**config.mk**
```make
export PLATFORM = sky130hd
export DESIGN_NAME = div_flat
export DESIGN_NICKNAME = d
export VERILOG_FILES = /design/src/rtl/div_pkg.sv /design/src/rtl/div_if.sv /design/src/rtl/div.sv /design/src/flat_wrapper.sv
export SDC_FILE = /design/constraint.sdc
export NUM_CORES = 1
export LEC_CHECK = 0
export CORE_MARGIN = 3
export CORE_UTILIZATION = 60
export CTS_CLUSTER_DIAMETER = 50
export CTS_CLUSTER_SIZE = 20
export DETAILED_ROUTE_END_ITERATION = 10
export GPL_TIMING_DRIVEN = 0
export PLACE_DENSITY = 0.85
export SLEW_MARGIN = 20
export SYNTH_ARGS = -nofsm -noshare
export SYNTH_HDL_FRONTEND = slang
export SYNTH_SLANG_ARGS = --single-unit
```
**constraint.sdc**
```tcl
create_clock -name clk -period 17.4 [get_ports clk]
set_input_delay 2.61 -clock clk [delete_from_list [all_inputs] [get_ports clk]]
set_output_delay 2.61 -clock clk [all_outputs]
set_load 0.005 [all_outputs]
```
**src/rtl/div_pkg.sv**
```systemverilog
// Shared constants and types for the multi-cycle integer divider.
// State encodings stay as plain 2-bit constants so existing code can still compare against them.
package div_pkg;

    localparam int DATA_W = 32;

    localparam logic [1:0] DivFree   = 2'b00;
    localparam logic [1:0] DivByZero = 2'b01;
    localparam logic [1:0] DivOn     = 2'b10;
    localparam logic [1:0] DivEnd    = 2'b11;

    localparam logic DivResultReady    = 1'b1;
    localparam logic DivResultNotReady = 1'b0;
    localparam logic DivStart          = 1'b1;
    localparam logic DivStop           = 1'b0;

    typedef logic [2*DATA_W-1:0] double_reg_bus_t;

    // Two's-complement magnitude of x when negation is requested.
    function automatic logic [DATA_W-1:0] cond_neg(input logic neg, input logic [DATA_W-1:0] x);
        return neg ? (~x + 1'b1) : x;
    endfunction

endpackage

```
**src/rtl/div_if.sv**
```systemverilog
// Request/response bundle between the execute stage (master) and the divider (slave).
interface div_if;
    import div_pkg::*;

    logic                  signed_div_i;
    logic [DATA_W-1:0]     opdata1_i;
    logic [DATA_W-1:0]     opdata2_i;
    logic                  start_i;
    logic                  annul_i;
    double_reg_bus_t       result_o;
    logic                  ready_o;

    modport master (
        output signed_div_i, opdata1_i, opdata2_i, start_i, annul_i,
        input  result_o, ready_o
    );

    modport slave (
        input  signed_div_i, opdata1_i, opdata2_i, start_i, annul_i,
        output result_o, ready_o
    );

endinterface

```
**src/rtl/div.sv**
```systemverilog
// Radix-2 restoring divider: one quotient bit per cycle, result {remainder, quotient}.
// Signed division runs on magnitudes; signs are re-applied when the last bit is produced.
module div
    import div_pkg::*;
#(
    parameter int DATA_W_P = DATA_W   // only 32 is supported
) (
    input logic  clk,
    input logic  rst,
    div_if.slave bus
);

    logic [1:0]        state;
    logic [5:0]        cnt;
    logic [DATA_W-1:0] dvd;     // dividend bits shift out the top, quotient bits shift in the bottom
    logic [DATA_W-1:0] dsr;
    logic [DATA_W-1:0] rem;
    logic              neg_q;
    logic              neg_r;

    logic              accept;
    logic [DATA_W-1:0] mag1;
    logic [DATA_W-1:0] mag2;
    logic [DATA_W:0]   shifted;
    logic [DATA_W:0]   diff;
    logic              q_bit;
    logic [DATA_W-1:0] rem_next;
    logic [DATA_W-1:0] quo_next;

    always_comb begin
        accept   = (bus.start_i == DivStart) && !bus.annul_i;
        mag1     = cond_neg(bus.signed_div_i && bus.opdata1_i[DATA_W-1], bus.opdata1_i);
        mag2     = cond_neg(bus.signed_div_i && bus.opdata2_i[DATA_W-1], bus.opdata2_i);

        // 33-bit trial subtract: a clear borrow bit means the divisor fits.
        shifted  = {rem, dvd[DATA_W-1]};
        diff     = shifted - {1'b0, dsr};
        q_bit    = ~diff[DATA_W];
        rem_next = q_bit ? diff[DATA_W-1:0] : shifted[DATA_W-1:0];
        quo_next = {dvd[DATA_W-2:0], q_bit};
    end

    // NOTE: non-blocking assignments throughout so every register updates from pre-edge values.
    always_ff @(posedge clk) begin
        if (rst) begin
            state        <= DivFree;
            cnt          <= '0;
            bus.result_o <= '0;
            bus.ready_o  <= DivResultNotReady;
        end else begin
            case (state)
                DivFree: begin
                    bus.result_o <= '0;
                    bus.ready_o  <= DivResultNotReady;
                    if (accept) begin
                        if (bus.opdata2_i == '0) begin
                            state <= DivByZero;
                        end else begin
                            state <= DivOn;
                            cnt   <= '0;
                            dvd   <= mag1;
                            dsr   <= mag2;
                            rem   <= '0;
                            neg_q <= bus.signed_div_i && (bus.opdata1_i[DATA_W-1] ^ bus.opdata2_i[DATA_W-1]);
                            neg_r <= bus.signed_div_i && bus.opdata1_i[DATA_W-1];
                        end
                    end
                end

                DivByZero: begin
                    if (bus.annul_i) begin
                        state <= DivFree;
                    end else begin
                        state        <= DivEnd;
                        bus.result_o <= '0;
                        bus.ready_o  <= DivResultReady;
                    end
                end

                DivOn: begin
                    if (bus.annul_i) begin
                        state <= DivFree;
                    end else begin
                        dvd <= quo_next;
                        rem <= rem_next;
                        cnt <= cnt + 6'd1;
                        if (cnt == 6'(DATA_W - 1)) begin
                            state        <= DivEnd;
                            bus.result_o <= {cond_neg(neg_r, rem_next), cond_neg(neg_q, quo_next)};
                            bus.ready_o  <= DivResultReady;
                        end
                    end
                end

                default: begin  // DivEnd: hold the result until EX drops start_i
                    if (bus.annul_i || bus.start_i == DivStop) begin
                        state        <= DivFree;
                        bus.result_o <= '0;
                        bus.ready_o  <= DivResultNotReady;
                    end
                end
            endcase
        end
    end

    // NOTE: the datapath registers (dvd, dsr, rem, sign flags) are left out of reset; they are
    // always loaded on the accept edge before anything reads them.

endmodule

```
**src/flat_wrapper.sv**
```systemverilog
// flat-port wrapper written by rule: the top's interface ports become plain ports
module div_flat import div_pkg::*;
#(
    parameter int DATA_W_P = DATA_W                          
)
  (clk, rst, bus_signed_div_i, bus_opdata1_i, bus_opdata2_i, bus_start_i, bus_annul_i, bus_result_o, bus_ready_o);
  div_if bus_i ();
  input logic clk;
  input logic rst;
  input wire logic [$bits(bus_i.signed_div_i)-1:0] bus_signed_div_i;
  input wire logic [$bits(bus_i.opdata1_i)-1:0] bus_opdata1_i;
  input wire logic [$bits(bus_i.opdata2_i)-1:0] bus_opdata2_i;
  input wire logic [$bits(bus_i.start_i)-1:0] bus_start_i;
  input wire logic [$bits(bus_i.annul_i)-1:0] bus_annul_i;
  output wire logic [$bits(bus_i.result_o)-1:0] bus_result_o;
  output wire logic [$bits(bus_i.ready_o)-1:0] bus_ready_o;
  assign bus_i.signed_div_i = bus_signed_div_i;
  assign bus_i.opdata1_i = bus_opdata1_i;
  assign bus_i.opdata2_i = bus_opdata2_i;
  assign bus_i.start_i = bus_start_i;
  assign bus_i.annul_i = bus_annul_i;
  assign bus_result_o = bus_i.result_o;
  assign bus_ready_o = bus_i.ready_o;
  div #(.DATA_W_P(DATA_W_P)) u_core (.clk(clk), .rst(rst), .bus(bus_i));
endmodule
```
==> out/summary.md, run 1 <==
## Layout
* 0 — Inserted Diodes
* 0.0461 — ratio of cells with drive above 1 in the final layout
* 1,725 — count of non-filler cells in the finished layout
* 0.0137 mm^2 — final cell area excluding filler cells
* 0.745 — post-route core utilization
* 1,594 — Post-layout nets
* 19.5% — area growth from synthesis to final layout

## Timing
* 442 ps — final-layout worst hold slack
* 877 ps — measured slew at the worst slew-check pin
* 153 MHz — FMAX
* 0.412 — max-slew headroom at the worst pin
* 0.375 — crit share post-route
* 10,880 ps — min setup slack post-route
* no — unrepaired setup endpoints after global routing
* 0 ps — final-layout setup total negative slack
* 6520 ps — min Tclk post-route
* 0 — max-slew violation total from the final report
* 15.3 ps — clock skew after layout
* 0 — final hold violation count
* 0 — Final Setup Violations

## GRT
* 0 — GRT Residual Overflow
* 19 — maximum number of pins on one net before global-route repair
* 51,900 um — first-pass GRT wire length
* 0.319 — GRT Util Overall
* 0 — initial antenna violation count
* 10.1k — vias in the first global route

## Clocking
* 0 — Post-CTS Hold Buffers
* 450 ps — clock network latency to the later pin of the worst-skew pair
* 2 — Max clock buf depth
* clkbuf_16 — CTS Root Buffer Type
* 0 — number of gates given a new drive strength after cts
* 4 — CTS H-tree lvls
* 60 ps — CTS clock-pin slew for the worst setup and hold paths
* 17 — Inserted Clock Buffers
* 171 — clock sink total
* 0 — setup repair bufs after CTS
* yes — clock tree from TritonCTS

## Critical path
* nor3_1 — slowest stage cell, crit path
* 17,710 ps — Critical Path RT
* u_core.rem[21]$_SDFFCE_PN0P_ — critical path startpoint
* u_core.rem[21]$_SDFFCE_PN0P_ — Crit Reg-Reg Startpoint
* flip-flop — nature of the critical path endpoint
* 10 — Max Fanout on Critical Path
* flip-flop to flip-flop — type of the worst setup path
* clkbuf_1 — cell with the most instances on the worst path
* 6820 ps — data arrival time at the worst-slack endpoint
* flip-flop — CP Launch Type
* ha_1, clkbuf_1, nand2_1, nor3_1, and4_1, o211a_1, nor4_4, inv_2, clkbuf_1, clkbuf_1, mux2i_1, ha_1, nor4b_1, nand4_1, a22o_1, or4_4, o41ai_2, xor2_1, o21ai_1 — Cell Chain, Critical Path
* 590 ps — worst stage delay on the critical path

## Placed design
* 0.966 — global placer's final weighted congestion
* 26,300 um — sum of net half-perimeters after detailed placement
* 0.0132 mm^2 — instance area at placement
* 133 — # port buffers
* 1,693 — cell total after placement
* 10,860 ps — placement-stage worst setup slack

## Synth
* 0 — count of warnings emitted by yosys
* 98 — EDFF count, synth
* 171 — register bit total from synthesis
* 0.384 — sequential element share of the synthesized area
* 1,324 — cell count after synthesis
* 0 — FFs w/ async S/R, synth
* 1,435 — number of nets in the synthesized netlist
* edfxtp_1 — Post-synth top flop
* 8.66 um^2 — syn_area_per_cell
* 0.0115 mm^2 — cell area after synthesis
* 69 — number of library cell types mapped by synthesis

## Pwr
* 96.5 mW/mm^2 — total power per unit cell area
* 0.0000756 V — maximum ir drop on the vdd rail
* 1.32 mW — Overall Power
* 4.95 nW — P_leak

## Die
* 0.0208 mm^2 — area enclosed by the die boundary
* 0.0184 mm^2 — area of the core
* 0.624 — initial cell density of the core
* 144 um — floorplan die width
* 49 — standard-cell row count
* 144 um — vertical extent of the die
* 134 — top-level port count

## Routing
* 0 — number of antenna-violating nets in the routed design
* 0 — DRC violation count after routing
* 6.38 — vias per inst
* 8 — number of iterations in the first detailed-routing pass
* 34,000 um — final wirelength
* 1,155 — Iter 0 DRT Violations
* 11.0k — via count of the routed design
* 19.7 um — routed wire length per instance

## Worst hold path
* u_core.bus.result_o[60]$_SDFFE_PP0P_ — hold path startpoint
* flip-flop to flip-flop — type of the worst min-delay path

## Status
* finished, final reports clean — run status

## Job
* 0 — max-cap violations

power by group:
group          internal (mW)  switching, mW
clock                  0.190          0.164
sequential             0.480         0.0313
combinational          0.175          0.282
cell type report:
cell class | count | area, um^2
tap | 229 | 287
clock inverter | 13 | 88.8
timing repair buffer | 140 | 1400
inverter | 55 | 206
buffer | 62 | 258
clock buffer | 19 | 453
fill | 1365 | 4680
sequential | 171 | 4400
multi-input combinational | 1036 | 6620
cell families after synthesis:
kind of cell,Yosys count,synth area share
and+or+nand+nor,466,0.198
AOI/OAI and AO/OA,358,0.198
DFF,171,0.384
xor gates and xnor gates,141,0.108
buffers and inverters,117,0.0405
adders and majority gates,42,0.0465
muxes,29,0.0254
cells in the mapped netlist, types with 5 or more instances:
master	count	area (um^2)
nand2_1	155	582
o41ai_1	10	87.6
o21bai_1	6	45.0
nor2_1	124	465
and3_1	11	68.8
a21oi_1	73	365
or3_1	20	125
o21ai_1	21	105
nand3b_1	11	82.6
xnor2_1	81	709
o211ai_1	7	52.6
o21ai_0	107	536
nor3_1	34	170
nor2b_1	6	37.5
nand4_1	9	56.3
edfxtp_1	98	2940
a22oi_1	32	240
nor4_1	13	81.3
nand2b_1	7	43.8
mux2i_1	28	280
inv_1	54	203
nand3_1	21	105
ha_1	41	513
a211oi_1	13	97.6
o31ai_1	27	203
dfxtp_1	73	1460
and2_1	17	106
xor2_1	60	526
a21o_1	14	105
clkbuf_1	52	195
or4_1	9	67.6
o31ai_2	5	62.6
state kept, by name, indices dropped and copies added (netlist names):
register and flops:
u_core.state 2, u_core.bus.ready_o 1, u_core.dsr 32, u_core.rem 32
u_core.dvd 32, u_core.bus.result_o 64, u_core.cnt 6, u_core.neg_q 1
u_core.neg_r 1
metal layers:
layer,track usage,vias to the layer above,part of all wire
li1,-,5120,-
met1,0.445,5168,0.41
met2,0.503,608,0.45
met3,0.0509,107,0.10
met4,0.125,0,0.037
met5,0,-,0
critical path: cells and delay by family (launching register included):
family | cells | cell delay (ps)
and+or+nand+nor | 7 | 2340
DFF | 1 | 470
adders and majority gates | 2 | 610
AOI/OAI and AO/OA | 4 | 800
muxes | 1 | 360
xor gates and xnor gates | 1 | 230
buffers and inverters | 4 | 1560
cells in the final DEF (no fill, tap or decap), types with 9 or more instances in the layout:
master / instances
or3_1: 20
inv_1: 54
nor2_1: 123
and2_1: 17
o21ai_0: 107
a211oi_1: 13
ha_1: 41
xor2_1: 60
o31ai_1: 27
nand3_1: 21
edfxtp_1: 98
nor4_1: 13
clkbuf_16: 17
clkbuf_1: 52
nand2_1: 155
nor3_1: 33
clkdlybuf4s50_1: 133
nand3b_1: 11
dfxtp_1: 73
a21oi_1: 73
o21ai_1: 21
nand4_1: 9
xnor2_1: 81
a22oi_1: 32
mux2i_1: 28
o41ai_1: 10
a21o_1: 14
or4_1: 9
and3_1: 11
path summary, 6_finish.rpt:
kind                                                        endpoint  slack (ps)  depth (start not counted)
worst max-delay path            u_core.bus.result_o[62]$_SDFFE_PP0P_       10880                         19
worst min-delay path            u_core.bus.result_o[60]$_SDFFE_PP0P_         440                          2
worst max register to register  u_core.bus.result_o[62]$_SDFFE_PP0P_       10880                         19
worst min register to register  u_core.bus.result_o[60]$_SDFFE_PP0P_         440                          2
No activity file was read; power rests on OpenSTA's default activity.
==> run 2, diff against run 1 <==
--- a/config.mk
+++ b/config.mk
@@ -6,12 +6,12 @@
 export NUM_CORES = 1
 export LEC_CHECK = 0
 export CORE_MARGIN = 3
-export CORE_UTILIZATION = 60
+export CORE_UTILIZATION = 52
 export CTS_CLUSTER_DIAMETER = 50
 export CTS_CLUSTER_SIZE = 20
 export DETAILED_ROUTE_END_ITERATION = 10
 export GPL_TIMING_DRIVEN = 0
-export PLACE_DENSITY = 0.85
+export PLACE_DENSITY = 0.78
 export SLEW_MARGIN = 20
 export SYNTH_ARGS = -nofsm -noshare
 export SYNTH_HDL_FRONTEND = slang
==> constraint.sdc (replaced) <==
create_clock -name clk -period 5.8 [get_ports clk]
set_input_delay 0.87 -clock clk [delete_from_list [all_inputs] [get_ports clk]]
set_output_delay 0.87 -clock clk [all_outputs]
set_load 0.005 [all_outputs]
==> run 2 against run 1 <==
Effect of this change:
- sequential share of layout area fell by 0.47 points
- non-clock buffer count up 1
- register-to-register slack worse by 11000 ps
==> out/summary.md, run 2 (synthesis results as in run 1) <==
## Routing
* 6 — number of iterations in the first detailed-routing pass, -2
* 19.6 um — routed wire length per instance, -0.67%
* 6.09 — vias per inst, -4.6%
* 1,064 — Iter 0 DRT Violations, -7.9%
* 10.8k — via count of the routed design, -2.0%
* 34,600 um — final wirelength, +2.0%
* 0 — number of antenna-violating nets in the routed design, unchanged
* 0 — DRC violation count after routing, unchanged

## Pwr
* 4.10 mW — Overall Power, +210%
* 0.000225 V — maximum ir drop on the vdd rail, +200%
* 5.01 nW — P_leak, +1.2%
* 295 mW/mm^2 — total power per unit cell area, +210%

## Die
* 134 — top-level port count, unchanged
* 155 um — vertical extent of the die, +7.1%
* 0.0239 mm^2 — area enclosed by the die boundary, +15%
* 0.0214 mm^2 — area of the core, +16%
* 0.537 — initial cell density of the core, -0.0865
* 155 um — floorplan die width, +7.1%
* 53 — standard-cell row count, +8.2%

## Layout
* u_core.bus.result_o — largest reg by FF count
* 21.3% — area growth from synthesis to final layout
* 0.0139 mm^2 — final cell area excluding filler cells, +1.5%
* 0 — Inserted Diodes, unchanged
* 1,595 — Post-layout nets, +0.063%
* 0.0534 — ratio of cells with drive above 1 in the final layout, +0.00732
* 0.652 — post-route core utilization, -0.0938
* 64 — max FFs per register, unchanged
* 1,772 — count of non-filler cells in the finished layout, +2.7%
* 1,810 — fill cell total of the finished layout, +33%
* 155 x nand2_1, 133 x clkdlybuf4s50_1, 123 x nor2_1 — most frequent cells in the layout
* nand2_1 — commonest non-fill, non-tap cell in the layout

## Timing
* 0.382 — max-slew headroom at the worst pin, -0.0306
* no — unrepaired setup endpoints after global routing
* 180 MHz — FMAX, +18%
* 259 ps — min setup slack post-route, -10,620 ps
* 13.5 ps — clock skew after layout, -1.81 ps
* 0 — final hold violation count, unchanged
* 0 — Final Setup Violations, unchanged
* 0 — max-slew violation total from the final report, unchanged
* 447 ps — final-layout worst hold slack, +5.59 ps
* 5540 ps — min Tclk post-route, -976 ps
* 0 ps — final-layout setup total negative slack, unchanged
* 0.955 — crit share post-route, +0.581
* 919 ps — measured slew at the worst slew-check pin, +42.3 ps

## GRT
* 31 — maximum number of pins on one net before global-route repair, +12
* 0 — initial antenna violation count, unchanged
* 10.5k — vias in the first global route, +3.5%
* 0.283 — GRT Util Overall, -0.0364
* 0 — GRT Residual Overflow, unchanged
* 54,200 um — first-pass GRT wire length, +4.4%

## Job
* 0 — max-cap violations, unchanged

## Critical path
* 19 — stages on the worst setup path, unchanged
* 260 ps — setup slack of the worst register-to-register path, -10,620 ps
* u_core.rem[14]$_SDFFCE_PN0P_ — critical path startpoint
* flip-flop — nature of the critical path endpoint
* ha_1, clkbuf_1, a21oi_1, o21ai_0, a221o_1, nor4_4, nor4_4, inv_4, buf_2, buf_2, mux2i_2, ha_2, nor4b_2, nand4_1, a22o_1, or4_4, o41ai_2, xor2_1, o21ai_1 — Cell Chain, Critical Path
* u_core.rem[14]$_SDFFCE_PN0P_ — Crit Reg-Reg Startpoint
* flip-flop to flip-flop — type of the worst setup path
* 19 — logic depth of the worst register-to-register path, unchanged
* 4 — Bufs and invs on worst path, unchanged
* 5860 ps — data arrival time at the worst-slack endpoint, -960 ps
* 540 ps — worst stage delay on the critical path, -50 ps
* 10 — Max Fanout on Critical Path, unchanged
* 6110 ps — Critical Path RT, -11,600 ps
* flip-flop — CP Launch Type
* u_core.bus.result_o[62]$_SDFFE_PP0P_ — Critical R2R Capture
* or4_4 — slowest stage cell, crit path
* compound AO/OA/AOI/OAI gates — cell class contributing the biggest share of worst-path delay
* u_core.bus.result_o[62]$_SDFFE_PP0P_ — Critical Path Sink

## Clocking
* yes — clock tree from TritonCTS
* 171 — clock sink total, unchanged
* 80 ps — CTS clock-pin slew for the worst setup and hold paths, +20 ps
* 0 — Post-CTS Hold Buffers, unchanged
* 17 — Inserted Clock Buffers, unchanged
* clkbuf_16 — CTS Root Buffer Type
* 2 — Max clock buf depth, unchanged
* 440 ps — clock network latency to the later pin of the worst-skew pair, about the same
* 4 — CTS H-tree lvls, unchanged

## Worst hold path
* flip-flop to flip-flop — type of the worst min-delay path

## Placed design
* -322 ps — placement-stage worst setup slack, -11,180 ps
* 0.0132 mm^2 — instance area at placement, +0.58%
* 133 — # port buffers, unchanged
* 27,200 um — sum of net half-perimeters after detailed placement, +3.5%
* 1,737 — cell total after placement, +2.6%
* 0.985 — global placer's final weighted congestion, +2.0%

## Status
* finished, final reports clean — run status

==> run 2: cell count changes in the layout (fill, tap and decap cells not counted), moves of 3 or more <==
cell        previous run  this run
clkinv_2               3         0
inv_8                  0         4
clkbuf_1              52        49
clkinv_8               0         3
clkinvlp_4             3         0
buf_2                  2         5
==> run 2: worst min-delay path by stage <==
stage	startpoint	endpoint	slack, ps	cells past startpoint
after CTS	u_core.bus.result_o[54]$_SDFFE_PP0P_	u_core.bus.result_o[54]$_SDFFE_PP0P_	450	2
after global placement	u_core.bus.result_o[31]$_SDFFE_PP0P_	u_core.bus.result_o[31]$_SDFFE_PP0P_	440	2
after detailed placement	u_core.bus.result_o[54]$_SDFFE_PP0P_	u_core.bus.result_o[54]$_SDFFE_PP0P_	440	2
final	u_core.bus.result_o[27]$_SDFFE_PP0P_	u_core.bus.result_o[27]$_SDFFE_PP0P_	450	2
after floorplan	u_core.bus.result_o[59]$_SDFFE_PP0P_	u_core.bus.result_o[59]$_SDFFE_PP0P_	440	2
after global routing	u_core.bus.result_o[60]$_SDFFE_PP0P_	u_core.bus.result_o[60]$_SDFFE_PP0P_	470	2
==> run 2: what timing repair did <==
item,in CTS,in global routing
resized for setup,6,7
pin swaps,0,1
setup endpoints to repair,8,9
buffers inserted,0,3
==> run 2: routing by layer <==
layer  vias up  track usage  wire length [um]
met3        61       0.0428              2660
li1       5135            -                 -
met5         -            0                 0
met1      5141        0.398             15100
met4         0       0.0778               684
met2       451        0.457             16200
==> run 2: power breakdown <==
| group | leakage (nW) | switching, mW | internal [mW] |
|---|---|---|---|
| clock | 0.302 | 0.555 | 0.630 |
| combinational | 3.21 | 0.848 | 0.534 |
| sequential | 1.50 | 0.0922 | 1.44 |
==> run 2: layout make-up <==
type / instances / area [um^2] / share of cell area
multi-input cells: 1036 / 6650 / 0.478
flip-flops and latches: 171 / 4400 / 0.317
inverters: 55 / 209 / 0.0150
repair buffers: 141 / 1430 / 0.103
well taps: 275 / 344 / 0.0247
clock buffers: 18 / 439 / 0.0316
plain buffers: 62 / 262 / 0.0188
clock inverters: 14 / 174 / 0.0125
==> run 2: worst min-delay path, cell delays in order, from the launching register on <==
cell and delay [ps]:
dfxtp_1 310, nand2_1 50, o21ai_1 50
==> run 3, diff against run 2 <==
--- a/config.mk
+++ b/config.mk
@@ -10,6 +10,7 @@
 export CTS_CLUSTER_DIAMETER = 50
 export CTS_CLUSTER_SIZE = 20
 export DETAILED_ROUTE_END_ITERATION = 10
+export GPL_ROUTABILITY_DRIVEN = 0
 export GPL_TIMING_DRIVEN = 0
 export PLACE_DENSITY = 0.78
 export SLEW_MARGIN = 20
==> run 3 against run 2 <==
Effect of this change:
- die area stayed put
- hold slack is essentially flat
- setup slack worse by 24 ps
- wire length shrank 4.6%
- final cell count hardly changed
- via count down 0.86%
- critical path type unchanged
- largest power group unchanged
==> out/summary.md, run 3 (synthesis results as in run 1) <==
## Status
* finished, final reports clean — run status

## Clocking
* 17 — Inserted Clock Buffers, unchanged
* yes — clock tree from TritonCTS
* 440 ps — clock network latency to the later pin of the worst-skew pair, about the same
* clkbuf_16 — CTS Root Buffer Type
* 70 ps — CTS clock-pin slew for the worst setup and hold paths, about the same
* 2 — Max clock buf depth, unchanged
* 4 — CTS H-tree lvls, unchanged
* 171 — clock sink total, unchanged

## Job
* 0 — max-cap violations, unchanged

## Die
* 53 — standard-cell row count, unchanged
* 155 um — vertical extent of the die, unchanged
* 155 um — floorplan die width, unchanged
* 0.537 — initial cell density of the core, unchanged
* 134 — top-level port count, unchanged
* 0.0239 mm^2 — area enclosed by the die boundary, unchanged
* 0.0214 mm^2 — area of the core, unchanged

## Timing
* 0.492 — max-slew headroom at the worst pin, +0.110
* 0 — Final Setup Violations, unchanged
* 0 ps — final-layout setup total negative slack, unchanged
* 761 ps — measured slew at the worst slew-check pin, -158 ps
* 0 — final hold violation count, unchanged
* 0.960 — crit share post-route, +0.00422
* 235 ps — min setup slack post-route, -24.5 ps
* 14.1 ps — clock skew after layout, +0.606 ps
* 180 MHz — FMAX, -0.44%
* 5570 ps — min Tclk post-route, +24.5 ps
* 0 — max-slew violation total from the final report, unchanged

## Layout
* 0.651 — post-route core utilization, -0.000703
* 1,594 — Post-layout nets, -0.063%
* 1,825 — fill cell total of the finished layout, +0.83%
* 0.00440 mm^2 — Sequential cell area, unchanged
* 1,771 — count of non-filler cells in the finished layout, -0.056%
* 0.0528 — ratio of cells with drive above 1 in the final layout, -0.000633
* 0.00665 mm^2 — combined area of the multi-input logic cells, about the same
* 0 — Inserted Diodes, unchanged
* 21.1% — area growth from synthesis to final layout
* u_core.bus.result_o — largest reg by FF count
* nand2_1 — commonest non-fill, non-tap cell in the layout
* 155 x nand2_1, 133 x clkdlybuf4s50_1, 123 x nor2_1 — most frequent cells in the layout
* 64 — max FFs per register, unchanged

## Placed design
* 1,737 — cell total after placement, unchanged
* 26,100 um — sum of net half-perimeters after detailed placement, -4.0%
* -299 ps — placement-stage worst setup slack, +22.6 ps
* 133 — # port buffers, unchanged

## Pwr
* 293 mW/mm^2 — total power per unit cell area, -0.64%
* 4.07 mW — Overall Power, -0.75%
* 0.000189 V — maximum ir drop on the vdd rail, -16%
* 5.00 nW — P_leak, -0.19%

## Worst hold path
* u_core.bus.result_o[60]$_SDFFE_PP0P_ — hold path startpoint
* flip-flop to flip-flop — type of the worst min-delay path

## Critical path
* or4_4 — slowest stage cell, crit path
* 230 ps — setup slack of the worst register-to-register path, -20 ps
* 5870 ps — data arrival time at the worst-slack endpoint, about the same
* 10 — Max Fanout on Critical Path, unchanged
* u_core.rem[18]$_SDFFCE_PN0P_ — critical path startpoint
* flip-flop — nature of the critical path endpoint
* u_core.rem[18]$_SDFFCE_PN0P_ — Crit Reg-Reg Startpoint
* ha_1, clkbuf_1, a221o_1, a221o_1, nor4_4, nor4_4, inv_4, buf_2, buf_2, mux2i_2, ha_1, nor4b_2, nand4_1, a22o_1, or4_4, o41ai_2, xor2_1, o21ai_1 — Cell Chain, Critical Path
* flip-flop to flip-flop — type of the worst setup path
* compound AO/OA/AOI/OAI gates — cell class contributing the biggest share of worst-path delay
* 6110 ps — Critical Path RT, about the same
* 4 — Bufs and invs on worst path, unchanged
* 540 ps — worst stage delay on the critical path, about the same
* flip-flop — CP Launch Type

## Routing
* 1,457 — Iter 0 DRT Violations, +37%
* 6.04 — vias per inst, -0.81%
* 33,100 um — final wirelength, -4.6%
* 0 — DRC violation count after routing, unchanged
* 0 — number of antenna-violating nets in the routed design, unchanged
* 18.7 um — routed wire length per instance, -4.5%
* 10.7k — via count of the routed design, -0.86%
* 5 — number of iterations in the first detailed-routing pass, -1

## GRT
* 0 — GRT Residual Overflow, unchanged
* 0.272 — GRT Util Overall, -0.0109
* 10.2k — vias in the first global route, -2.8%
* 0 — initial antenna violation count, unchanged
* 52,700 um — first-pass GRT wire length, -2.8%
* 30 — maximum number of pins on one net before global-route repair, -3.2%

-- run 3: worst paths after layout --
check,to,cells past startpoint
hold reg to reg,u_core.bus.result_o[60]$_SDFFE_PP0P_,2
hold / removal,u_core.bus.result_o[60]$_SDFFE_PP0P_,2
setup / recovery,u_core.bus.result_o[62]$_SDFFE_PP0P_,18
setup reg to reg,u_core.bus.result_o[62]$_SDFFE_PP0P_,18
-- run 3: worst register-to-register path: cells and delay by family, from the launching register on --
family	cells	cell delay, ps
AOI/OAI and AO/OA	5	1410
and+or+nand+nor	5	1340
buffers and inverters	4	1050
adders and majority gates	2	650
DFF	1	490
muxes	1	320
xor gates and xnor gates	1	200
-- run 3: cell type report --
class,instances,area share
well taps,275,0.0248
flip-flops and latches,171,0.317
clock buffers,17,0.0306
inverters,55,0.0150
clock inverters,15,0.0123
multi-input cells,1036,0.479
plain buffers,61,0.0185
repair buffers,141,0.103
-- run 3: power by group --
| part | total [mW] | switching [mW] | internal [mW] |
|---|---|---|---|
| clock | 1.17 | 0.551 | 0.617 |
| sequential | 1.53 | 0.0905 | 1.44 |
| combinational | 1.37 | 0.837 | 0.533 |
-- run 3: repair_timing --
item / in CTS / in global routing
hold buffers: 0 / 0
resized for setup: 5 / 8
setup endpoints to repair: 8 / 9
pin swaps: 0 / 1
setup buffers: 0 / 3
-- run 3: routing by layer --
metal	vias to the layer above	GRT usage	routed length, um
met3	78	0.0325	2760
met5	-	0	0
met2	507	0.433	15300
met4	0	0.0938	925
li1	5107	-	-
met1	5003	0.386	14100
-- run 3: stage by stage --
stage	cell area (um^2)	hold WS (ps)
floorplan	11500	442
global placement	13200	437
detailed placement	13200	442
CTS	13900	452
global route	13900	470
finish	13900	447
